<file path="src/rtl/report_sequencer_pkg.sv">
// report_pkg: shared types and constants for the race-time report sequencer.
// Optional build macro REPORT_PREFIX_EN selects the "T=" prefixed message.
package report_pkg;

    typedef enum logic [1:0] {
        S_IDLE  = 2'd0,
        S_SEND  = 2'd1,
        S_DONE  = 2'd2,
        S_ABORT = 2'd3
    } state_t;

    localparam logic [7:0] ASCII_ZERO  = 8'h30;
    localparam logic [7:0] ASCII_COLON = 8'h3A;
    localparam logic [7:0] ASCII_DOT   = 8'h2E;
    localparam logic [7:0] ASCII_CR    = 8'h0D;
    localparam logic [7:0] ASCII_LF    = 8'h0A;
    localparam logic [7:0] ASCII_QMARK = 8'h3F;
    localparam logic [7:0] ASCII_T     = 8'h54;
    localparam logic [7:0] ASCII_EQ    = 8'h3D;

    localparam int MSG_LEN_BASE   = 10;
    localparam int MSG_LEN_PREFIX = 12;
    localparam int PREFIX_LEN     = MSG_LEN_PREFIX - MSG_LEN_BASE;

`ifdef REPORT_PREFIX_EN
    localparam int MSG_LEN = MSG_LEN_PREFIX;
`else
    localparam int MSG_LEN = MSG_LEN_BASE;
`endif

    localparam int IDX_W = 4;

    localparam int unsigned DEF_CLK_FREQ   = 25_000_000;
    localparam int unsigned DEF_TIMEOUT_MS = 10;
    localparam int unsigned TIMEOUT_CYCLES = DEF_CLK_FREQ / 1000 * DEF_TIMEOUT_MS;

    // Per-byte stall budget in clock cycles for a given clock and timeout.
    function automatic int unsigned timeout_cycles(
        input int unsigned clk_freq,
        input int unsigned timeout_ms
    );
        return clk_freq / 1000 * timeout_ms;
    endfunction

    // Decimal digit to ASCII; non-decimal nibbles are shown as '?'.
    function automatic logic [7:0] bcd_to_ascii(input logic [3:0] d);
        if (d <= 4'd9) begin
            return ASCII_ZERO + {4'h0, d};
        end
        return ASCII_QMARK;
    endfunction

endpackage

</file>
<file path="src/rtl/report_sequencer_if.sv">
// Start request, time value and byte-stream handshake of the report sequencer.
// The sequencer is the master of the byte stream toward the UART.
interface report_sequencer_if;

    logic        start_in;
    logic [23:0] time_bcd_in;
    logic [7:0]  tx_data_out;
    logic        tx_valid_out;
    logic        tx_ready_in;
    logic        busy_out;
    logic        done_out;
    logic        error_out;

    modport master (
        input  start_in,
        input  time_bcd_in,
        input  tx_ready_in,
        output tx_data_out,
        output tx_valid_out,
        output busy_out,
        output done_out,
        output error_out
    );

    modport slave (
        output start_in,
        output time_bcd_in,
        output tx_ready_in,
        input  tx_data_out,
        input  tx_valid_out,
        input  busy_out,
        input  done_out,
        input  error_out
    );

endinterface

</file>
<file path="src/rtl/report_sequencer_char_mux.sv">
// report_char_mux: byte index plus latched BCD time to ASCII character.
// With REPORT_PREFIX_EN the first two bytes are "T=" and the rest shift up.
module report_char_mux
    import report_pkg::*;
(
    input  logic [IDX_W-1:0] idx,
    input  logic [23:0]      digits,
    output logic [7:0]       char_out
);

    logic [IDX_W-1:0] pos;
    logic [7:0]       body;

`ifdef REPORT_PREFIX_EN
    assign pos = idx - IDX_W'(PREFIX_LEN);
`else
    assign pos = idx;
`endif

    // Time body: MM:SS.cc followed by CR LF.
    always_comb begin
        body = 8'h00;
        unique case (pos)
            4'd0:    body = bcd_to_ascii(digits[23:20]);
            4'd1:    body = bcd_to_ascii(digits[19:16]);
            4'd2:    body = ASCII_COLON;
            4'd3:    body = bcd_to_ascii(digits[15:12]);
            4'd4:    body = bcd_to_ascii(digits[11:8]);
            4'd5:    body = ASCII_DOT;
            4'd6:    body = bcd_to_ascii(digits[7:4]);
            4'd7:    body = bcd_to_ascii(digits[3:0]);
            4'd8:    body = ASCII_CR;
            4'd9:    body = ASCII_LF;
            default: body = 8'h00;
        endcase
    end

`ifdef REPORT_PREFIX_EN
    // Prefix bytes ahead of the time body.
    always_comb begin
        char_out = body;
        unique case (1'b1)
            (idx == 4'd0): char_out = ASCII_T;
            (idx == 4'd1): char_out = ASCII_EQ;
            default:       char_out = body;
        endcase
    end
`else
    assign char_out = body;
`endif

endmodule

</file>
<file path="src/rtl/report_sequencer.sv">
// report_sequencer: sends the latched race time as ASCII over a valid/ready
// byte stream with a per-byte timeout. Build macro: REPORT_PREFIX_EN.
module report_sequencer
    import report_pkg::*;
#(
    parameter int unsigned CLK_FREQ   = 25_000_000,
    parameter int unsigned TIMEOUT_MS = 10
)(
    input  logic               clk,
    input  logic               reset_global,
    report_sequencer_if.master bus
);

    localparam int unsigned TO_CYC = timeout_cycles(CLK_FREQ, TIMEOUT_MS);
    localparam int          CNT_W  = $clog2(TO_CYC) + 1;

    state_t           state;
    state_t           state_nxt;
    logic             start_q;
    logic             armed;
    logic [IDX_W-1:0] idx;
    logic [CNT_W-1:0] wait_cnt;
    logic [23:0]      digits;
    logic             error_q;
    logic [7:0]       char_byte;

    logic accept;
    logic xfer;
    logic last;
    logic stall_to;

    // armed blocks a start that was already high when reset released.
    assign accept = (state == S_IDLE) && bus.start_in && !start_q && armed;
    assign xfer   = (state == S_SEND) && bus.tx_ready_in;
    assign last   = (idx == IDX_W'(MSG_LEN - 1));
    assign stall_to = (state == S_SEND) && !bus.tx_ready_in
                    && (wait_cnt == CNT_W'(TO_CYC - 1));

    report_char_mux u_mux (
        .idx      (idx),
        .digits   (digits),
        .char_out (char_byte)
    );

    // State register.
    always_ff @(posedge clk or posedge reset_global) begin
        if (reset_global) begin
            state <= S_IDLE;
        end else begin
            state <= state_nxt;
        end
    end

    // Next-state decode.
    always_comb begin
        state_nxt = state;
        unique case (state)
            S_IDLE: begin
                if (accept) begin
                    state_nxt = S_SEND;
                end
            end
            S_SEND: begin
                if (xfer && last) begin
                    state_nxt = S_DONE;
                end else if (stall_to) begin
                    state_nxt = S_ABORT;
                end
            end
            S_DONE:  state_nxt = S_IDLE;
            S_ABORT: state_nxt = S_IDLE;
            default: state_nxt = S_IDLE;
        endcase
    end

    // Outputs decoded from state; data is zero whenever nothing is offered.
    always_comb begin
        bus.tx_valid_out = (state == S_SEND);
        bus.tx_data_out  = (state == S_SEND) ? char_byte : 8'h00;
        bus.busy_out     = (state != S_IDLE);
        bus.done_out     = (state == S_DONE);
        bus.error_out    = error_q;
    end

    // Start edge detect and re-arm after start_in has been seen low.
    always_ff @(posedge clk or posedge reset_global) begin
        if (reset_global) begin
            start_q <= 1'b0;
            armed   <= 1'b0;
        end else begin
            start_q <= bus.start_in;
            if (!bus.start_in) begin
                armed <= 1'b1;
            end
        end
    end

    // Time snapshot taken at acceptance so later input changes are ignored.
    always_ff @(posedge clk or posedge reset_global) begin
        if (reset_global) begin
            digits <= 24'h0;
        end else if (accept) begin
            digits <= bus.time_bcd_in;
        end
    end

    // Byte index: advances on each transfer, parked at 0 outside S_SEND.
    always_ff @(posedge clk or posedge reset_global) begin
        if (reset_global) begin
            idx <= '0;
        end else if (state != S_SEND) begin
            idx <= '0;
        end else if (xfer) begin
            idx <= last ? '0 : idx + 1'b1;
        end
    end

    // Stall counter: cycles offered but not taken, saturating at the limit.
    always_ff @(posedge clk or posedge reset_global) begin
        if (reset_global) begin
            wait_cnt <= '0;
        end else if ((state != S_SEND) || xfer) begin
            wait_cnt <= '0;
        end else if (wait_cnt != CNT_W'(TO_CYC)) begin
            wait_cnt <= wait_cnt + 1'b1;
        end
    end

    // Sticky timeout flag, cleared by the next accepted start.
    always_ff @(posedge clk or posedge reset_global) begin
        if (reset_global) begin
            error_q <= 1'b0;
        end else if (accept) begin
            error_q <= 1'b0;
        end else if (stall_to && !xfer) begin
            error_q <= 1'b1;
        end
    end

endmodule

</file>
<file path="src/flat_wrapper.sv">
// flat-port wrapper written by rule: the top's interface ports become plain ports
module report_sequencer_flat import report_pkg::*;
#(
    parameter int unsigned CLK_FREQ   = 25_000_000,
    parameter int unsigned TIMEOUT_MS = 10
)
  (clk, reset_global, bus_start_in, bus_time_bcd_in, bus_tx_ready_in, bus_tx_data_out, bus_tx_valid_out, bus_busy_out, bus_done_out, bus_error_out);
  report_sequencer_if bus_i ();
  input  logic clk;
  input  logic reset_global;
  input wire logic [$bits(bus_i.start_in)-1:0] bus_start_in;
  input wire logic [$bits(bus_i.time_bcd_in)-1:0] bus_time_bcd_in;
  input wire logic [$bits(bus_i.tx_ready_in)-1:0] bus_tx_ready_in;
  output wire logic [$bits(bus_i.tx_data_out)-1:0] bus_tx_data_out;
  output wire logic [$bits(bus_i.tx_valid_out)-1:0] bus_tx_valid_out;
  output wire logic [$bits(bus_i.busy_out)-1:0] bus_busy_out;
  output wire logic [$bits(bus_i.done_out)-1:0] bus_done_out;
  output wire logic [$bits(bus_i.error_out)-1:0] bus_error_out;
  assign bus_i.start_in = bus_start_in;
  assign bus_i.time_bcd_in = bus_time_bcd_in;
  assign bus_i.tx_ready_in = bus_tx_ready_in;
  assign bus_tx_data_out = bus_i.tx_data_out;
  assign bus_tx_valid_out = bus_i.tx_valid_out;
  assign bus_busy_out = bus_i.busy_out;
  assign bus_done_out = bus_i.done_out;
  assign bus_error_out = bus_i.error_out;
  report_sequencer #(.CLK_FREQ(CLK_FREQ), .TIMEOUT_MS(TIMEOUT_MS)) u_core (.clk(clk), .reset_global(reset_global), .bus(bus_i));
endmodule
</file>
<file path="config.mk">
export PLATFORM = sky130hd
export DESIGN_NAME = report_sequencer_flat
export DESIGN_NICKNAME = d
export VERILOG_FILES = /design/src/rtl/report_sequencer_pkg.sv /design/src/rtl/report_sequencer_if.sv /design/src/rtl/report_sequencer_char_mux.sv /design/src/rtl/report_sequencer.sv /design/src/flat_wrapper.sv
export SDC_FILE = /design/constraint.sdc
export NUM_CORES = 1
export LEC_CHECK = 0
export BUFFER_PORTS_ARGS = -buffer_cell sky130_fd_sc_hd__buf_2
export CAP_MARGIN = 20
export CORE_ASPECT_RATIO = 1.1
export CORE_MARGIN = 3
export CORE_UTILIZATION = 61
export CTS_CLUSTER_DIAMETER = 150
export DETAILED_ROUTE_END_ITERATION = 7
export PLACE_DENSITY = 0.85
export RECOVER_POWER = 100
export REMOVE_ABC_BUFFERS = 1
export SLEW_MARGIN = 5
export SYNTH_ARGS = -nofsm -noshare
export SYNTH_HDL_FRONTEND = slang
export SYNTH_SLANG_ARGS = --single-unit
</file>
<file path="constraint.sdc">
create_clock -name clk -period 2.9 [get_ports clk]
set_clock_uncertainty 0.05 [all_clocks]
set_input_delay 0.435 -clock clk [delete_from_list [all_inputs] [get_ports clk]]
set_output_delay 0.435 -clock clk [all_outputs]
set_load 0.05 [all_outputs]
</file>
==> results.ini, run 1 <==
[flow_run]
number_of_violations_of_the_max_capacitance_limit = 0

[clocking]
clock_sinks = 52
post_cts_hold_fix_bufs = 0
cts_htree_levels = 2
tritoncts.num_buffers = 5
clkLatencyLatePin_ns = 0.31
postCtsResizedCells = 0
clock_input_transition_at_the_sequential_cells_of_the_worst_setup_and_hold_paths_ns = 0.10
max-clock-path-buffers = 2
root_buffer = clkbuf_8
tritoncts_clock_tree = yes
cts.repair_timing.setup_buffer_count = 0

[logic_synthesis]
synth_async_sr_flop_share = 1.000
syn_avg_cell_area_sq_um = 10.12
synth_top_family_by_area = simple AND/OR/NAND/NOR gates
ys_seq_area_frac = 0.4745
synthTopCellsByArea = dfrtp_1 47%, mux2_1 5.3%, mux2_2 4.5%
synth_top_cell_area_share = 0.4745
synth-compound-area-share = 0.1369
synth_edf_count = 0
syn_inst = 271
synth_area_sq_mm = 0.002743
synth.yosys.warnings = 0
synth.top_cells.by_count = 52 x dfrtp_1, 22 x nor2_1, 18 x a21oi_1
synthesis_stage_register_bit_count = 52
synth_ff_type = dfrtp_1
synthDistinctLibCells = 52
cell_taking_the_most_area_after_synthesis = dfrtp_1
synth_xor_area_frac = 0.04151
synth_most_common_cell = dfrtp_1
post_synth_and_or_nand_nor_area_fraction = 0.1939
synth.mux.area_fraction = 0.1058
synth-adder-area-share = 0.009124

[final_layout]
filler_free_cell_count_of_the_finished_design = 358
flow.area_growth_from_synthesis_pct = 9.854
insertedDiodeCount = 0
finish.net_count = 335
drive_above_1_share = 0.1732
final.fill_count = 311

[place]
dp_cells = 349
port_buffers = 37
dpl.hpwl_um = 4209
globalplace.congestion = 0.8993

[critical_path]
critPathArrivalTime_ns = 2.25
cp-end-kind = primary output
timing.critical_path.cells = inv_1 -> or3_1 -> nor3_1 -> o31a_1 -> buf_2
critPathBufInv = 2
cp_top_family = simple AND/OR/NAND/NOR gates
worstSetupPathType = register to primary output
worst-path-max-fanout = 14
worstPathRequired_ns = 2.41
crit_path_top_delay_cell = dfrtp_1
slowest_delay_ns = 0.62
worst_setup_path_start_kind = register

[grt]
grt_overflow = 0
antenna_violations_before_repair = 0
grt_usage = 0.2269
maximum_number_of_pins_on_one_net_before_global_route_repair = 36
grt_first_pass_wirelength_um = 9922
via_count_of_the_first_global_routing_pass = 2203

[sta]
tcrit_tclk_final = 0.9420
rsz_0062_raised_after_global_routing = no
finalSetupTns_ns = 0
fin_crit_ns = 2.732
slew-limit-headroom = 0.1992
worstMarginPinSlew_ns = 1.201
finalHoldViolations = 0
setup_viol = 0
timing_max_transition_violations_final = 0
fmaxAchievable_ghz = 0.3661

[floorplanning]
die-width_um = 69.93
io_pins = 40
die_y_um = 76.33
rows = 24
die_area_sq_mm = 0.005337
initial_core_util = 0.6618
core_sq_mm = 0.004144

[routing]
route.antenna.remaining_nets = 0
detail_route.drc_violations = 0
routedWlPerCell_um = 16.30
drt_pass1_iterations = 4
per_cell_via_count_in_the_routed_design = 6.112
via_count = 2188
routed_wl_um = 5835
drtIter0Drc = 179

[power_and_ir_drop]
power_density_mw_per_mm2 = 1004
power_report.internal_total_mw = 1.592
clock_power_share = 0.138
combinationalPowerShare = 0.452
total_leakage_power_nw = 1.279
vdd_ir_drop_max_mv = 0.6339
p_sw_mw = 1.433
power.share.sequential = 0.410
switch_share = 0.4737

[status]
run_status = complete, no violations

[hold_path]
worstHoldPathType = input pin to asynchronous set/reset pin

flip-flops by register name, summed over array words and instances, names as in the netlist:
register	flops
u_core.wait_cnt	19
u_core.idx	4
u_core.state	2
u_core.armed	1
u_core.digits	24
u_core.start_q	1
u_core.bus.error_out	1
metrics by stage:
| stage | utilization | total power, mW | area (sq um) | hold slack, ns | worst slack, ns |
|---|---|---|---|---|---|
| floorplan | - | 2.247 | 2686 | 0.3846 | 0.3500 |
| global placement | 0.7104 | 2.557 | 2944 | 0.3741 | 0.6412 |
| detailed placement | 0.7104 | 2.613 | 2944 | 0.3800 | 0.5694 |
| CTS | 0.7319 | 3.037 | 3033 | 0.03562 | 0.2074 |
| global route | 0.7271 | 3.205 | 3013 | 0.1784 | 0.04843 |
| finish | 0.7271 | 3.025 | 3013 | 0.1450 | 0.1683 |
kinds of logic after synthesis:
group | count (synthesis)
buffers and inverters | 24
xor gates and xnor gates | 13
DFF | 52
muxes | 26
other | 1
AOI/OAI and AO/OA | 59
adders and majority gates | 2
and+or+nand+nor | 94
routing by layer:
| metal | wire (um) | GRT usage |
|---|---|---|
| met4 | 101 | 0.05939 |
| met2 | 3044 | 0.4074 |
| met5 | 0 | 0 |
| met3 | 309 | 0.04617 |
| met1 | 2380 | 0.2752 |
layout make-up:
class,count,area (sq um),share of cell area
multi-input combinational,196,1331,0.4419
clock buffer,6,72.57,0.02409
tap,52,65.06,0.02159
sequential,52,1301,0.4319
clock inverter,2,16.27,0.005399
timing repair buffer,39,185.2,0.06146
inverter,11,41.29,0.01370
cell usage in the layout, fill, tap and decap left out, drive strengths merged, types with 7 or more instances in the layout:
| cell | n |
|---|---|
| nor3 | 10 |
| nand2 | 10 |
| mux2 | 24 |
| xor2 | 7 |
| nor2 | 22 |
| o21ai | 13 |
| buf | 27 |
| inv | 11 |
| dfrtp | 52 |
| clkbuf | 18 |
| a211oi | 12 |
| a21oi | 18 |
| nand3 | 13 |
power by group through the flow:
stage                     sequential (mW)  combinational (mW)  clock (mW)
after detailed placement             1.24                1.37           0
final                                1.24                1.37       0.416
after global placement               1.22                1.33           0
after global routing                 1.28                1.48       0.453
after floorplan                      1.16                1.09           0
after CTS                            1.23                1.38       0.427
final timing paths:
path                                 startpoint            endpoint  slack (ns)  depth (start not counted)
max in group asynchronous          reset_global       u_core.idx[1]        1.41                          3
worst min-delay path               reset_global        u_core.armed        0.14                          2
worst min register to register     u_core.armed        u_core.armed        0.43                          1
worst max-delay path              u_core.idx[2]  bus_tx_data_out[2]        0.17                          5
min in group clk                   bus_start_in      u_core.start_q        0.21                          1
worst max register to register  u_core.state[0]    u_core.digits[9]        0.57                          4
worst register-to-register path, delay by kind of cell (launching register included):
kind                   cells  cell delay (ns)
and+or+nand+nor            2             0.68
muxes                      1             0.54
DFF                        1             0.42
buffers and inverters      1             0.52
No activity file was read; power rests on OpenSTA's default activity.
==> inputs of run 2 (changes only) <==
--- a/config.mk
+++ b/config.mk
@@ -12,6 +12,7 @@
 export CORE_UTILIZATION = 61
 export CTS_CLUSTER_DIAMETER = 150
 export DETAILED_ROUTE_END_ITERATION = 7
+export HOLD_SLACK_MARGIN = 0.15
 export PLACE_DENSITY = 0.85
 export RECOVER_POWER = 100
 export REMOVE_ABC_BUFFERS = 1
==> constraint.sdc (replaced) <==
create_clock -name clk -period 2.9 [get_ports clk]
set_clock_uncertainty 0.05 [all_clocks]
set_input_delay 0 -clock clk [delete_from_list [all_inputs] [get_ports clk]]
set_output_delay 0 -clock clk [all_outputs]
set_load 0.05 [all_outputs]
==> results.ini, run 2 (same netlist as run 1, synthesis figures left out) <==
[critical_path]
timing.critical_path.cells = inv_1 -> or3_1 -> nor3_1 -> o31a_1 -> clkbuf_1  ; was inv_1 -> or3_1 -> nor3_1 -> o31a_1 -> buf_2
critPathBufInv = 2  ; unchanged
worstSetupPathType = register to primary output  ; unchanged
worst-path-max-fanout = 14  ; unchanged
worst_setup_path_start_kind = register  ; unchanged
cp-end-kind = primary output  ; unchanged
crit_path_top_delay_cell = dfrtp_1  ; unchanged
cp_top_family = buffers and inverters  ; was simple AND/OR/NAND/NOR gates
slowest_delay_ns = 0.62  ; about the same
worstPathRequired_ns = 2.85  ; was 2.41 ns
critPathArrivalTime_ns = 2.49  ; was 2.25 ns

[sta]
finalSetupTns_ns = 0  ; unchanged
setup_viol = 0  ; unchanged
timing_max_transition_violations_final = 0  ; unchanged
finalHoldViolations = 0  ; unchanged
rsz_0062_raised_after_global_routing = no  ; unchanged
holdWs_ns = 0.3500  ; was 0.1450 ns
tcrit_tclk_final = 0.8751  ; was 0.9420
slew-limit-headroom = 0.2855  ; was 0.1992
fmaxAchievable_ghz = 0.3941  ; was 0.3661 GHz
worstMarginPinSlew_ns = 1.072  ; was 1.201 ns
fin_crit_ns = 2.538  ; was 2.732 ns

[final_layout]
finish.net_count = 362  ; was 335
largest_reg_flops = 24  ; unchanged
drive_above_1_share = 0.1471  ; was 0.1732
register_with_the_most_flip_flops = u_core.digits  ; unchanged
insertedDiodeCount = 0  ; unchanged
layout_common_cells = 52 x dfrtp_1, 28 x dlygate4sd3_1, 26 x buf_2  ; was 52 x dfrtp_1, 27 x buf_2, 22 x nor2_1
most_common_library_cell_in_the_layout_ignoring_fill_and_taps = dfrtp_1  ; unchanged
final.fill_count = 256  ; was 311
layout_top_registers = u_core.digits x24, u_core.wait_cnt x19, u_core.idx x4  ; unchanged
flow.area_growth_from_synthesis_pct = 20.48  ; was 9.854%
postLayoutCoreUtil = 0.7974  ; was 0.7271

[clocking]
root_buffer = clkbuf_8  ; unchanged
clock_input_transition_at_the_sequential_cells_of_the_worst_setup_and_hold_paths_ns = 0.09  ; was 0.10 ns
tritoncts_clock_tree = yes  ; unchanged
max-clock-path-buffers = 2  ; unchanged
cts_htree_levels = 2  ; unchanged
clkLatencyLatePin_ns = 0.30  ; was 0.31 ns
clock_sinks = 52  ; unchanged
tritoncts.num_buffers = 5  ; unchanged

[floorplanning]
initial_core_util = 0.6618  ; unchanged
die-width_um = 69.93  ; unchanged
rows = 24  ; unchanged
io_pins = 40  ; unchanged
die_area_sq_mm = 0.005337  ; unchanged
core_sq_mm = 0.004144  ; unchanged
die_y_um = 76.33  ; unchanged

[grt]
grt_first_pass_wirelength_um = 10830  ; was 9922 um
grt_usage = 0.2477  ; was 0.2269
antenna_violations_before_repair = 0  ; unchanged
grt_overflow = 0  ; unchanged
maximum_number_of_pins_on_one_net_before_global_route_repair = 53  ; was 36
via_count_of_the_first_global_routing_pass = 2355  ; was 2203

[routing]
drt_pass1_iterations = 4  ; unchanged
route.met2.wl_um = 3100  ; was 3044 um
highest_metal_used = met4  ; unchanged
drtIter0Drc = 287  ; was 179
per_cell_via_count_in_the_routed_design = 5.995  ; was 6.112
routedWlPerCell_um = 16.19  ; was 16.30 um
route.antenna.remaining_nets = 0  ; unchanged
routed_wl_um = 6234  ; was 5835 um
routed_met1_length_um = 2672  ; was 2380 um
dr_wl_met3_um = 294  ; was 309 um
via_count = 2308  ; was 2188
detail_route.drc_violations = 0  ; unchanged

[power_and_ir_drop]
total_power_mw = 3.106  ; was 3.025 mW
total_leakage_power_nw = 1.406  ; was 1.279 nW
power_density_mw_per_mm2 = 940.1  ; was 1004 mW/mm^2
vdd_ir_drop_max_mv = 0.6197  ; was 0.6339 mV

[place]
port_buffers = 37  ; unchanged
dpl.hpwl_um = 3970  ; was 4209 um
globalplace.congestion = 0.8526  ; was 0.8993

[hold_path]
worstHoldPathType = input pin to register  ; was input pin to asynchronous set/reset pin

[flow_run]
number_of_violations_of_the_max_capacitance_limit = 0  ; unchanged

[status]
run_status = complete, no violations  ; unchanged

## run 2: cell count changes in the layout (fill, tap and decap cells not counted), sizes merged
cell	delta
clkinvlp	-1
bufinv	+1
buf	-1
dlygate4sd3	+28
## run 2: what timing repair did
| item | in CTS | in global routing |
|---|---|---|
| setup buffers | 0 | 0 |
| hold buffers | 27 | 1 |
| gates resized for setup | 0 | 0 |
| endpoints found under the hold margin | 84 | 10 |
## run 2: final timing paths
check	to	startpoint	slack (ns)	cells past startpoint
max reg2reg	u_core.wait_cnt[16]	u_core.wait_cnt[0]	0.69	5
max	bus_tx_data_out[2]	u_core.idx[2]	0.36	5
min in group asynchronous	u_core.digits[5]	reset_global	0.74	4
max in group asynchronous	u_core.digits[4]	reset_global	0.73	5
min	u_core.start_q	bus_start_in	0.35	2
min reg2reg	u_core.armed	u_core.armed	0.43	1
## run 2: stage by stage
step / instances / setup slack [ns] / cell area (sq um)
2_1_floorplan: 259 / 0.7354 / 2686
3_3_place_gp: 348 / 0.8558 / 2937
3_5_place_dp: 348 / 0.7963 / 2937
4_1_cts: 383 / 0.6253 / 3314
5_1_grt: 385 / 0.2490 / 3304
6_report: 385 / 0.3623 / 3304
## run 2: area by class of cell
| type | instances | area (sq um) | share of cell area |
|---|---|---|---|
| Sequential cell | 52 | 1301 | 0.3938 |
| Clock inverter | 2 | 35.03 | 0.01060 |
| Clock buffer | 6 | 72.57 | 0.02196 |
| Tap cell | 52 | 65.06 | 0.01969 |
| Timing Repair Buffer | 66 | 456.7 | 0.1382 |
| Inverter | 11 | 41.29 | 0.01250 |
| Multi-Input combinational cell | 196 | 1333 | 0.4033 |
## run 2: worst reg2reg max path, delay by kind of cell (launching register included)
kind,cells,cell delay [ns]
adder cells (fa/ha/maj),1,0.24
flip-flops,1,0.45
AND/OR/NAND/NOR,2,0.96
AO/OA/AOI/OAI,2,0.41
## run 2: power breakdown
part	leakage, nW	total, mW	internal, mW	switching (mW)
logic	0.690	1.37	0.485	0.888
clock network	0.0552	0.485	0.256	0.229
registers	0.661	1.25	0.938	0.310
## run 2: metal layers
metal / track usage / vias up
li1: - / 1115
met1: 0.3106 / 1109
met2: 0.4234 / 69
met3: 0.04485 / 15
met4: 0.09387 / 0
met5: 0 / -
